$ cat src/rtl/rf_wb_sched.sv
`default_nettype none
// +----------------------------------------------------------------------------+
// | Module   : rf_wb_sched                                                     |
// | Purpose  : Write-back arbiter plus busy scoreboard for the single-write-   |
// |            port 32x32 register file. It selects one of NREQ write-back     |
// |            sources, registers it onto the RF write port, and stalls issue  |
// |            on RAW/WAW hazards against pending destination registers.       |
// | Options  : RF_WB_RR_EN - defined: round-robin arbitration;                 |
// |                          undefined: fixed priority (index 0 highest).      |
// | Revision : 1.0 - initial release                                           |
// +----------------------------------------------------------------------------+
module rf_wb_sched #(
  parameter int NREQ = 3,
  parameter int XLEN = 32
) (
  input  logic                 clk,
  input  logic                 rst_n,
  input  logic                 issue_valid,
  input  logic [4:0]           issue_rs1,
  input  logic [4:0]           issue_rs2,
  input  logic [4:0]           issue_rd,
  input  logic                 issue_wen,
  output logic                 issue_stall,
  input  logic [NREQ-1:0]      wb_valid,
  input  logic [NREQ*5-1:0]    wb_rd,
  input  logic [NREQ*XLEN-1:0] wb_data,
  output logic [NREQ-1:0]      wb_ready,
  output logic                 rf_wr,
  output logic [4:0]           rf_rd,
  output logic [XLEN-1:0]      rf_wrdata,
  output logic [31:0]          busy
);

  logic [NREQ-1:0] w_grant;
  logic            w_found;
  logic            w_xfer;
  logic [4:0]      w_sel_rd;
  logic [XLEN-1:0] w_sel_data;
  logic            w_set;
  logic            w_stall;
  logic [31:0]     w_busy_nxt;

  logic            r_rf_wr;
  logic [4:0]      r_rf_rd;
  logic [XLEN-1:0] r_rf_wrdata;
  logic [31:0]     r_busy;

`ifdef RF_WB_RR_EN
  localparam int c_ptr_w = (NREQ > 1) ? $clog2(NREQ) : 1;

  logic [c_ptr_w-1:0] r_rr_ptr;
  logic [c_ptr_w-1:0] w_sel_idx;

  // Round-robin grant: first scan indices above the last winner, then wrap.
  always_comb begin
    w_grant = '0;
    w_found = 1'b0;
    for (int i = 0; i < NREQ; i++) begin
      if (!w_found && wb_valid[i] && (i > int'(r_rr_ptr))) begin
        w_grant[i] = 1'b1;
        w_found    = 1'b1;
      end
    end
    for (int i = 0; i < NREQ; i++) begin
      if (!w_found && wb_valid[i] && (i <= int'(r_rr_ptr))) begin
        w_grant[i] = 1'b1;
        w_found    = 1'b1;
      end
    end
  end

  // Encode the one-hot grant so the pointer can remember the winner.
  always_comb begin
    w_sel_idx = '0;
    for (int i = 0; i < NREQ; i++) begin
      if (w_grant[i]) begin
        w_sel_idx = c_ptr_w'(i);
      end
    end
  end

  // Pointer moves only on an actual transfer; reset makes requester 0 next.
  always_ff @(posedge clk or negedge rst_n) begin
    if (!rst_n) begin
      r_rr_ptr <= c_ptr_w'(NREQ - 1);
    end else if (w_xfer) begin
      r_rr_ptr <= w_sel_idx;
    end
  end
`else
  // Fixed priority grant: the lowest valid index wins.
  always_comb begin
    w_grant = '0;
    w_found = 1'b0;
    for (int i = 0; i < NREQ; i++) begin
      if (!w_found && wb_valid[i]) begin
        w_grant[i] = 1'b1;
        w_found    = 1'b1;
      end
    end
  end
`endif

  // Grant only ever lands on a valid requester, so any grant is a transfer.
  assign w_xfer   = |w_grant;
  assign wb_ready = w_grant;

  // Steer the granted requester's destination and data to the output stage.
  always_comb begin
    w_sel_rd   = '0;
    w_sel_data = '0;
    for (int i = 0; i < NREQ; i++) begin
      if (w_grant[i]) begin
        w_sel_rd   = wb_rd[5*i +: 5];
        w_sel_data = wb_data[XLEN*i +: XLEN];
      end
    end
  end

  // RF write port register; address and data hold when idle.
  always_ff @(posedge clk or negedge rst_n) begin
    if (!rst_n) begin
      r_rf_wr     <= 1'b0;
      r_rf_rd     <= '0;
      r_rf_wrdata <= '0;
    end else begin
      r_rf_wr <= w_xfer;
      if (w_xfer) begin
        r_rf_rd     <= w_sel_rd;
        r_rf_wrdata <= w_sel_data;
      end
    end
  end

  // Hazard check against pending writes; no forwarding path exists.
  always_comb begin
    w_stall = 1'b0;
    if (issue_valid) begin
      w_stall = ((issue_rs1 != 5'd0) && r_busy[issue_rs1]) ||
                ((issue_rs2 != 5'd0) && r_busy[issue_rs2]) ||
                (issue_wen && (issue_rd != 5'd0) && r_busy[issue_rd]);
    end
  end

  assign w_set = issue_valid && !w_stall && issue_wen && (issue_rd != 5'd0);

  // Clear on RF commit first, then set, so a same-edge set wins; x0 never busy.
  always_comb begin
    w_busy_nxt = r_busy;
    if (r_rf_wr) begin
      w_busy_nxt[r_rf_rd] = 1'b0;
    end
    if (w_set) begin
      w_busy_nxt[issue_rd] = 1'b1;
    end
    w_busy_nxt[0] = 1'b0;
  end

  // Scoreboard register.
  always_ff @(posedge clk or negedge rst_n) begin
    if (!rst_n) begin
      r_busy <= '0;
    end else begin
      r_busy <= w_busy_nxt;
    end
  end

  assign issue_stall = w_stall;
  assign rf_wr       = r_rf_wr;
  assign rf_rd       = r_rf_rd;
  assign rf_wrdata   = r_rf_wrdata;
  assign busy        = r_busy;

endmodule
`default_nettype wire

$ cat config.mk
export PLATFORM = sky130hd
export DESIGN_NAME = rf_wb_sched
export DESIGN_NICKNAME = d
export VERILOG_FILES = /design/src/rtl/rf_wb_sched.sv
export SDC_FILE = /design/constraint.sdc
export NUM_CORES = 1
export LEC_CHECK = 0
export ABC_AREA = 1
export BUFFER_PORTS_ARGS = -buffer_cell sky130_fd_sc_hd__buf_2
export CAP_MARGIN = 40
export CORE_ASPECT_RATIO = 1.4
export CORE_MARGIN = 2
export CORE_UTILIZATION = 43
export CTS_CLUSTER_DIAMETER = 60
export DETAILED_ROUTE_END_ITERATION = 10
export GPL_TIMING_DRIVEN = 1
export PLACE_DENSITY = 0.77
export SLEW_MARGIN = 15
export SYNTH_ARGS = -nofsm -noshare
export SYNTH_HDL_FRONTEND = slang
export SYNTH_SLANG_ARGS = --single-unit
$ cat constraint.sdc
create_clock -name clk -period 2.3 [get_ports clk]
set_input_delay 0.69 -clock clk [delete_from_list [all_inputs] [get_ports clk]]
set_output_delay 0.69 -clock clk [all_outputs]
set_load 0.005 [all_outputs]
==> flow_metrics.env, run 1 <==
export IMPL_drc=0
export IMPL_yosys_top_cells_area="dfrtp_1, nand2_1, nand4_1"
export IMPL_die_area_mm2=0.0115
export IMPL_h_tree_depth=3
export IMPL_grt_start_max_net_pins=70
export IMPL_area_delta_synth_final_pct=40.6
export IMPL_mostFrequentLayoutCells="nand2_1, buf_2, dfrtp_1"
export IMPL_ff2ff_path_depth=14
export IMPL_cp_data_required_time_ns=1.61
export IMPL_hold_buffers=0
export IMPL_fin_crit_sh_pct=108
export IMPL_hp_class="in -> async"
export IMPL_arrival_ns=1.80
export IMPL_first_global_vias=5696
export IMPL_filler_cell_count=990
export IMPL_hold_viol=0
export IMPL_violations="setup timing"
export IMPL_crit_end="issue_stall"
export IMPL_routed_wl_mm=17.8
export IMPL_cp_startpoint="issue_rs1[0]"
export IMPL_drive_above_1_share_pct=33.8
export IMPL_drv_cap=0
export IMPL_period_minus_slack_ns=2.49
export IMPL_synth_nets=820
export IMPL_nets=1055
export IMPL_ant_nets=0
export IMPL_die_w_um=91.3
export IMPL_end_kind="output pin"
export IMPL_path_class="in -> out"
export IMPL_p_per_area_mw_per_mm2=736
export IMPL_reg2reg_to="busy[3]$_DFF_PN0_"
export IMPL_leakage_nw=3.42
export IMPL_vias_per_cell=5.42
export IMPL_dp_cells=1045
export IMPL_max_freq_mhz=401
export IMPL_dpl_hpwl_mm=13.8
export IMPL_grt_overflow=0
export IMPL_track_usage_pct=31.4
export IMPL_numPortBuffers=205
export IMPL_synth_area_per_cell_um2=6.68
export IMPL_start_kind="input pin"
export IMPL_n_antenna_cell=0
export IMPL_initial_core_util_pct=44.1
export IMPL_maxSlewViolCount=0
export IMPL_io_pins=207
export IMPL_syn_area_mm2=0.00459
export IMPL_final_cells=1063
export IMPL_placementRows=44
export IMPL_yosysSeqAreaShare_pct=37.6
export IMPL_cts_buffer_depth=2
export IMPL_vias=5759
export IMPL_setup_viol=1
export IMPL_cts_tree="done"
export IMPL_antenna_found_initial=0
export IMPL_core_mm2=0.0104
export IMPL_rsz0062_at_grt="true"
export IMPL_wire_per_inst_um=16.7
export IMPL_rr_startpoint="busy[31]$_DFF_PN0_"
export IMPL_crit_fanout=7
export IMPL_cts_sinks=69
export IMPL_skew_ns=0.00418
export IMPL_layout_commonest_cell="nand2_1"
export IMPL_die_h_um=126
export IMPL_synth_cells=687
export IMPL_timing_reg2reg_setup_slack_ns=0.23
export IMPL_clkSlewWorstSetupHoldPaths_ns=0.05
export IMPL_drtPass1Iterations=5
export IMPL_grt_pass1_wl_mm=28.2
export IMPL_synth_cell_types=27
export IMPL_ys_warn_count=0
export IMPL_dr_first_iter_drc_count=502
export IMPL_ir_drop_mv=0.526
export IMPL_layout_setup_ws_ns=-0.193
export IMPL_place_gp_congestion=1.04
export IMPL_ys_ff_latch=69
export IMPL_numCtsBuffers=9
export IMPL_status="complete, but fails checks"
export IMPL_cts_root_buf="clkbuf_16"
export IMPL_clk_latency_ns=0.33
export IMPL_synth_area_leader_cell="dfrtp_1"
export IMPL_setup_tns_ns=-0.193
export IMPL_yosysTopAreaCellShare_pct=37.6
logic make-up after synthesis:
logic type / after synthesis / synth area share (%)
and+or+nand+nor: 459 / 43.9
buffers and inverters: 96 / 10.1
DFF: 69 / 37.6
other: 1 / 0.0817
AOI/OAI and AO/OA: 62 / 8.21
report_power, final:
part	total, mW	internal [mW]	switching (mW)
clock	1.25	0.772	0.482
sequential	1.88	1.50	0.382
combinational	1.61	0.701	0.911
flip-flops by register name (all words and copies together), names as in the netlist:
register	cells
rf_wr	1
rf_wrdata	32
rf_rd	5
busy	31
routing by layer:
metal	GRT usage, %	share of wire [%]	vias up
met5	0	0	-
met4	16.8	5.3	0
met3	5.44	6.6	64
met2	55.6	51	288
met1	35.8	37	2656
li1	-	-	2751
cells in the mapped netlist:
library cell / number
a21oi_1: 8
a21oi_2: 1
a221oi_1: 10
a31oi_1: 1
buf_1: 2
buf_2: 4
buf_4: 4
buf_6: 11
clkbuf_1: 15
conb_1: 1
dfrtp_1: 69
inv_1: 53
inv_2: 6
inv_4: 1
nand2_1: 242
nand2_2: 2
nand2_4: 2
nand3_1: 67
nand4_1: 58
nor2_1: 65
nor2_2: 3
nor2_4: 2
nor3_1: 18
o2111ai_1: 5
o211ai_1: 2
o21ai_0: 33
o21ai_1: 2
cell type report:
type	count	area, µm²	area share (%)
sequential	69	1730	26.8
clock buffer	12	256	3.97
timing repair buffer	260	1570	24.4
clock inverter	2	10.0	0.155
multi-input combinational	522	2480	38.4
tap	138	173	2.68
inverter	60	240	3.72
worst min path at each step:
| stage | start | to | slack, ns |
|---|---|---|---|
| final | rst_n | rf_wrdata[12]$_DFFE_PN0P_ | 0.37 |
| after global routing | rst_n | rf_wrdata[12]$_DFFE_PN0P_ | 0.40 |
| after CTS | rst_n | rf_wrdata[12]$_DFFE_PN0P_ | 0.40 |
| after detailed placement | rf_wrdata[21]$_DFFE_PN0P_ | rf_wrdata[21]$_DFFE_PN0P_ | 0.52 |
| after global placement | rf_wrdata[22]$_DFFE_PN0P_ | rf_wrdata[22]$_DFFE_PN0P_ | 0.51 |
| after floorplan | rst_n | busy[10]$_DFF_PN0_ | 0.39 |
repair_timing:
action	4_1_cts	5_1_grt
endpoints found under the setup margin	1	1
gates cloned	1	0
setup buffers	2	1
pin swaps	21	9
resized for setup	31	10
hold endpoints to repair	0	0
through the flow:
stage	utilization (%)	cell area [µm²]	hold slack [ns]	worst slack, ns	power, mW
final	62.0	6450	0.374	-0.193	4.75
after global routing	62.0	6450	0.398	-0.285	5.08
after CTS	61.7	6420	0.397	-0.174	4.73
after detailed placement	57.8	6010	0.517	-0.288	3.44
after global placement	57.8	6010	0.512	-0.281	3.42
after floorplan	-	4610	0.394	-0.103	2.60
worst max-delay path, cell delays in order:
cell and delay [ns]:
buf_8 0.11, buf_8 0.13, nor2_4 0.15, a21oi_2 0.07, nand3_1 0.10, nand3_1 0.08
nand2_1 0.06, nand2_1 0.05, nand2_2 0.08, nor2_4 0.05, a21oi_2 0.11, buf_2 0.12
(Power assumes the default switching activity.)
==> run 2: changes to the inputs <==
Settings changed: PLACE_DENSITY 0.77 to not set, PLACE_DENSITY_LB_ADDON set to 0.15.
==> flow_metrics.env, run 2 (synthesis gave the netlist of run 1 again) <==
export IMPL_end_kind="output pin"
export IMPL_grt_overflow=0
export IMPL_clk_latency_ns=0.33
export IMPL_clkSlewWorstSetupHoldPaths_ns=0.06
export IMPL_p_clk_share_pct=25.8
export IMPL_die_w_um=91.3
export IMPL_grt_pass1_wl_mm=29.6
export IMPL_wire_per_inst_um=17.7
export IMPL_switching_share_pct=39.8
export IMPL_leakage_nw=3.47
export IMPL_start_kind="input pin"
export IMPL_mostFrequentLayoutCells="nand2_1, buf_2, dfrtp_1"
export IMPL_dr_first_iter_drc_count=420
export IMPL_first_global_vias=5837
export IMPL_track_usage_pct=32.9
export IMPL_cts_root_buf="clkbuf_16"
export IMPL_arrival_ns=1.89
export IMPL_routed_wl_mm=19.1
export IMPL_antenna_found_initial=1
export IMPL_io_pins=207
export IMPL_hold_viol=0
export IMPL_setup_tns_ns=-0.284
export IMPL_status="complete, but fails checks"
export IMPL_rsz0062_at_grt="true"
export IMPL_vias=5844
export IMPL_area_delta_synth_final_pct=42.9
export IMPL_die_area_mm2=0.0115
export IMPL_cp_data_required_time_ns=1.61
export IMPL_seqPwrFrac_pct=38.2
export IMPL_worst_pin_slew_ns=0.551
export IMPL_max_slew_margin_pct=63.3
export IMPL_numPortBuffers=205
export IMPL_largest_reg_flops=32
export IMPL_p_per_area_mw_per_mm2=761
export IMPL_core_mm2=0.0104
export IMPL_internal_power_mw=3.00
export IMPL_hp_class="in -> async"
export IMPL_utilization_pct=63.0
export IMPL_rr_startpoint="busy[30]$_DFF_PN0_"
export IMPL_die_h_um=126
export IMPL_numCtsBuffers=9
export IMPL_path_class="in -> out"
export IMPL_power_switching_mw=1.99
export IMPL_violations="setup timing"
export IMPL_maxSlewViolCount=0
export IMPL_timing_reg2reg_setup_slack_ns=0.39
export IMPL_placementRows=44
export IMPL_initial_core_util_pct=44.1
export IMPL_ant_nets=0
export IMPL_period_minus_slack_ns=2.58
export IMPL_cts_buffer_depth=2
export IMPL_layout_setup_ws_ns=-0.284
export IMPL_fin_crit_sh_pct=112
export IMPL_max_freq_mhz=387
export IMPL_nets=1065
export IMPL_layout_commonest_cell="nand2_1"
export IMPL_ff2ff_path_depth=12
export IMPL_dpl_hpwl_mm=14.8
export IMPL_cts_tree="done"
export IMPL_h_tree_depth=3
export IMPL_drive_above_1_share_pct=34.8
export IMPL_crit_fanout=10
export IMPL_drc=0
export IMPL_pre_cts_ws_ns=-0.357
export IMPL_combPwrFrac_pct=36.1
export IMPL_reg2reg_to="busy[8]$_DFF_PN0_"
export IMPL_grt_start_max_net_pins=38
export IMPL_skew_ns=0.00542
export IMPL_place_gp_congestion=1.01
export IMPL_setup_viol=1
export IMPL_ir_drop_mv=0.376
export IMPL_drv_cap=0
export IMPL_vias_per_cell=5.43
export IMPL_cts_sinks=69
export IMPL_drtPass1Iterations=5
[run 2: cell count changes in the layout (fill, tap and decap cells not counted), sizes merged]
cell | previous run | this run
clkbuf | 12 | 11
clkinvlp | 0 | 2
buf | 260 | 269
inv | 60 | 58
diode | 0 | 1
clkinv | 2 | 6
[run 2: stage by stage]
step	hold WS (ns)	area, µm²	total power [mW]	instances
3_3_place_gp	0.511	6080	3.61	1055
3_5_place_dp	0.522	6080	3.64	1055
5_1_grt	0.381	6560	5.25	1076
2_1_floorplan	0.394	4610	2.60	687
6_report	0.348	6560	4.99	1076
4_1_cts	0.358	6390	4.93	1071
[run 2: critical path, stage by stage]
cell,delay (ns)
buf_6,0.12
buf_12,0.14
o211ai_1,0.27
nand4_1,0.15
nand3_2,0.12
nand2_4,0.07
nor2_4,0.14
a21oi_2,0.07
buf_2,0.12
[run 2: metal layers]
layer,vias up,share of wire (%),GRT usage [%]
li1,2767,-,-
met1,2705,35,35.3
met3,61,6.8,4.90
met5,-,0,0
met2,311,53,62.2
met4,0,4.7,15.7
[run 2: cell type report]
cell class,count,area (µm²)
clock buffers,10,239
fillers,952,3840
well taps,138,173
multi-input cells,522,2490
clock inverters,6,38.8
diodes,1,2.50
inverters,60,253
repair buffers,270,1640
flip-flops and latches,69,1730
[run 2: worst max path at each step]
| stage | startpoint | endpoint | slack, ns | cells past startpoint |
|---|---|---|---|---|
| after floorplan | issue_rs2[0] | issue_stall | -0.10 | 11 |
| after global placement | issue_rd[0] | issue_stall | -0.32 | 12 |
| after detailed placement | issue_rd[0] | issue_stall | -0.36 | 12 |
| after CTS | issue_rd[1] | issue_stall | -0.26 | 12 |
| after global routing | issue_rs1[0] | issue_stall | -0.31 | 16 |
| final | issue_rs2[0] | issue_stall | -0.28 | 9 |
[run 2: power by group through the flow]
stage | logic (mW) | clock network [mW] | registers, mW
floorplan | 0.821 | 0 | 1.78
global placement | 1.71 | 0 | 1.90
detailed placement | 1.73 | 0 | 1.91
CTS | 1.74 | 1.30 | 1.89
global route | 1.97 | 1.35 | 1.92
finish | 1.80 | 1.29 | 1.90
[run 2: repair_timing]
action / in CTS / in global routing
cloned: 0 / 1
setup buffers: 0 / 3
endpoints found under the setup margin: 1 / 1
pin swaps: 0 / 22
gates resized for setup: 10 / 39
endpoints found under the hold margin: 0 / 0
hold buffers: 0 / 0
==> run 3: changes to the inputs <==
Settings changed: ABC_AREA 1 to not set.
==> flow_metrics.env, run 3 <==
export IMPL_max_freq_mhz=313
export IMPL_clk_latency_ns=0.34
export IMPL_cts_buffer_depth=2
export IMPL_synth_area_per_cell_um2=9.24
export IMPL_hold_buffers=0
export IMPL_final_cells=881
export IMPL_status="complete, but fails checks"
export IMPL_syn_area_mm2=0.00444
export IMPL_place_gp_congestion=1.02
export IMPL_ant_nets=0
export IMPL_filler_cell_count=767
export IMPL_antenna_found_initial=0
export IMPL_nets=873
export IMPL_rr_startpoint="busy[13]$_DFF_PN0_"
export IMPL_die_h_um=124
export IMPL_crit_end="issue_stall"
export IMPL_rsz0062_at_grt="true"
export IMPL_synth_compound_area_share_pct=22.8
export IMPL_maxSlewViolCount=0
export IMPL_final_cell_area_mm2=0.00711
export IMPL_synth_area_leader_cell="dfrtp_1"
export IMPL_crit_fanout=7
export IMPL_ff2ff_path_depth=11
export IMPL_dr_first_iter_drc_count=296
export IMPL_layout_setup_ws_ns=-0.899
export IMPL_hold_viol=0
export IMPL_synth_cell_types=41
export IMPL_dpl_cell_area_mm2=0.00615
export IMPL_yosys_top_cells_area="dfrtp_1, mux2i_1, o21ai_0"
export IMPL_synth_simple_area_share_pct=13.3
export IMPL_drtPass1Iterations=6
export IMPL_synth_top_family_by_area="compound AO/OA/AOI/OAI gates"
export IMPL_first_global_vias=5119
export IMPL_cts_sinks=69
export IMPL_wire_per_inst_um=19.5
export IMPL_numCtsBuffers=9
export IMPL_reg2reg_to="busy[10]$_DFF_PN0_"
export IMPL_violations="setup timing"
export IMPL_end_kind="output pin"
export IMPL_mostFrequentLayoutCells="buf_2, buf_4, o21ai_0, dfrtp_1, mux2i_1"
export IMPL_cp_startpoint="issue_rs2[0]"
export IMPL_start_kind="input pin"
export IMPL_hp_class="in -> async"
export IMPL_drc=0
export IMPL_layout_commonest_cell="buf_2"
export IMPL_synth_edf_count=0
export IMPL_yosys_most_used_dff="dfrtp_1"
export IMPL_drive_above_1_share_pct=49.1
export IMPL_cp_data_required_time_ns=1.61
export IMPL_synthAdderAreaFrac_pct=0
export IMPL_die_area_mm2=0.0112
export IMPL_routed_wl_mm=17.2
export IMPL_track_usage_pct=30.2
export IMPL_p_per_area_mw_per_mm2=829
export IMPL_initial_core_util_pct=44.6
export IMPL_ir_drop_mv=0.457
export IMPL_area_delta_synth_final_pct=60.2
export IMPL_muxShareOfSynthArea_pct=19.6
export IMPL_io_pins=207
export IMPL_timing_reg2reg_setup_slack_ns=-0.63
export IMPL_period_minus_slack_ns=3.20
export IMPL_die_w_um=89.9
export IMPL_vias_per_cell=5.64
export IMPL_grt_start_max_net_pins=56
export IMPL_yosysTopAreaCellShare_pct=38.9
export IMPL_cts_root_buf="clkbuf_16"
export IMPL_synth_xor_xnor_area_share_pct=0
export IMPL_arrival_ns=2.51
export IMPL_synth_top_cells_by_count="dfrtp_1, o21ai_0, mux2i_1, nor2_1"
export IMPL_synth_nets=613
export IMPL_ys_ff_latch=69
export IMPL_async_flop_share_pct=100
export IMPL_vias=4970
export IMPL_ys_warn_count=0
export IMPL_path_class="in -> out"
export IMPL_setup_tns_ns=-14.18
export IMPL_cts_tree="done"
export IMPL_dpl_hpwl_mm=12.3
export IMPL_grt_overflow=0
export IMPL_max_slew_margin_pct=53.1
export IMPL_clkSlewWorstSetupHoldPaths_ns=0.06
export IMPL_synth_cells=480
export IMPL_core_mm2=0.00995
export IMPL_dp_cells=850
export IMPL_setup_viol=32
export IMPL_skew_ns=0.00799
export IMPL_fin_crit_sh_pct=139
export IMPL_h_tree_depth=3
export IMPL_worst_pin_slew_ns=0.702
export IMPL_yosysSeqAreaShare_pct=38.9
export IMPL_largest_reg_flops=32
export IMPL_placementRows=43
export IMPL_drv_cap=0
export IMPL_leakage_nw=3.78
export IMPL_grt_pass1_wl_mm=26.1
export IMPL_numPortBuffers=205
run 3: cell types whose count changed after synthesis, moves of 15 or more:
| cell | change |
|---|---|
| nand2_1 | -200 |
| o21ai_0 | +36 |
| clkbuf_1 | +15 |
| inv_1 | -48 |
| nor3_1 | -16 |
| nand4_1 | -57 |
| nor2_1 | -22 |
| o41ai_1 | +26 |
| a21oi_1 | +34 |
| nand3_1 | -60 |
| mux2i_1 | +60 |
run 3: worst max-delay path, cell delays in order:
cell,delay (ns)
buf_12,0.10
mux4_2,0.48
o211ai_1,0.23
nand4_1,0.14
or4_4,0.55
o21a_1,0.19
buf_2,0.12
run 3: how the worst min path moves through the flow:
stage / from / to / slack, ns / depth (start not counted)
finish: rst_n / rf_wrdata[22]$_DFFE_PN0P_ / 0.35 / 1
global route: rst_n / rf_wrdata[22]$_DFFE_PN0P_ / 0.39 / 1
CTS: rst_n / rf_wrdata[22]$_DFFE_PN0P_ / 0.36 / 1
detailed placement: busy[18]$_DFF_PN0_ / busy[18]$_DFF_PN0_ / 0.59 / 2
global placement: busy[18]$_DFF_PN0_ / busy[18]$_DFF_PN0_ / 0.57 / 2
floorplan: rst_n / busy[10]$_DFF_PN0_ / 0.39 / 0
run 3: kinds of logic (layout without fill, tap and decap cells):
logic type | Yosys count | in the layout
compound gates | 162 | 162
simple gates | 125 | 125
mux | 72 | 72
flops | 69 | 69
buf+inv | 51 | 316
other cells | 1 | 2
run 3: power breakdown:
| part | internal, mW | switching (mW) |
|---|---|---|
| clock | 1.00 | 0.509 |
| sequential | 1.47 | 0.249 |
| combinational | 1.44 | 1.21 |
| total | 3.92 | 1.97 |
run 3: final cells by class:
type | count | area (µm²) | share of cell area (%)
timing repair buffer | 295 | 1910 | 26.9
tap | 135 | 169 | 2.38
clock inverter | 4 | 70.1 | 0.986
inverter | 5 | 18.8 | 0.264
multi-input combinational | 360 | 2950 | 41.5
clock buffer | 12 | 256 | 3.61
sequential | 69 | 1730 | 24.3
antenna | 1 | 2.50 | 0.0352
run 3: routing by layer:
layer / vias up / global-route usage [%] / routed length [µm]
li1: 2319 / - / -
met1: 2306 / 33.5 / 6420
met2: 283 / 54.2 / 8780
met3: 62 / 6.53 / 1290
met4: 0 / 17.1 / 712
met5: - / 0 / 0
run 3: what timing repair did:
action | in CTS | in global routing
setup endpoints to repair | 32 | 32
gates resized for setup | 42 | 21
pin swaps | 30 | 3
gates cloned | 3 | 0
setup buffers | 12 | 3
run 3: through the flow:
stage               setup WS, ns  hold slack (ns)  utilization (%)  total power [mW]
CTS                       -0.851            0.358             69.6              5.67
finish                    -0.899            0.350             71.4              5.89
detailed placement         -1.06            0.595             61.8              3.71
floorplan                 -0.902            0.394                -              2.67
global placement           -1.01            0.573             61.8              3.66
global route              -0.988            0.389             71.4              6.14
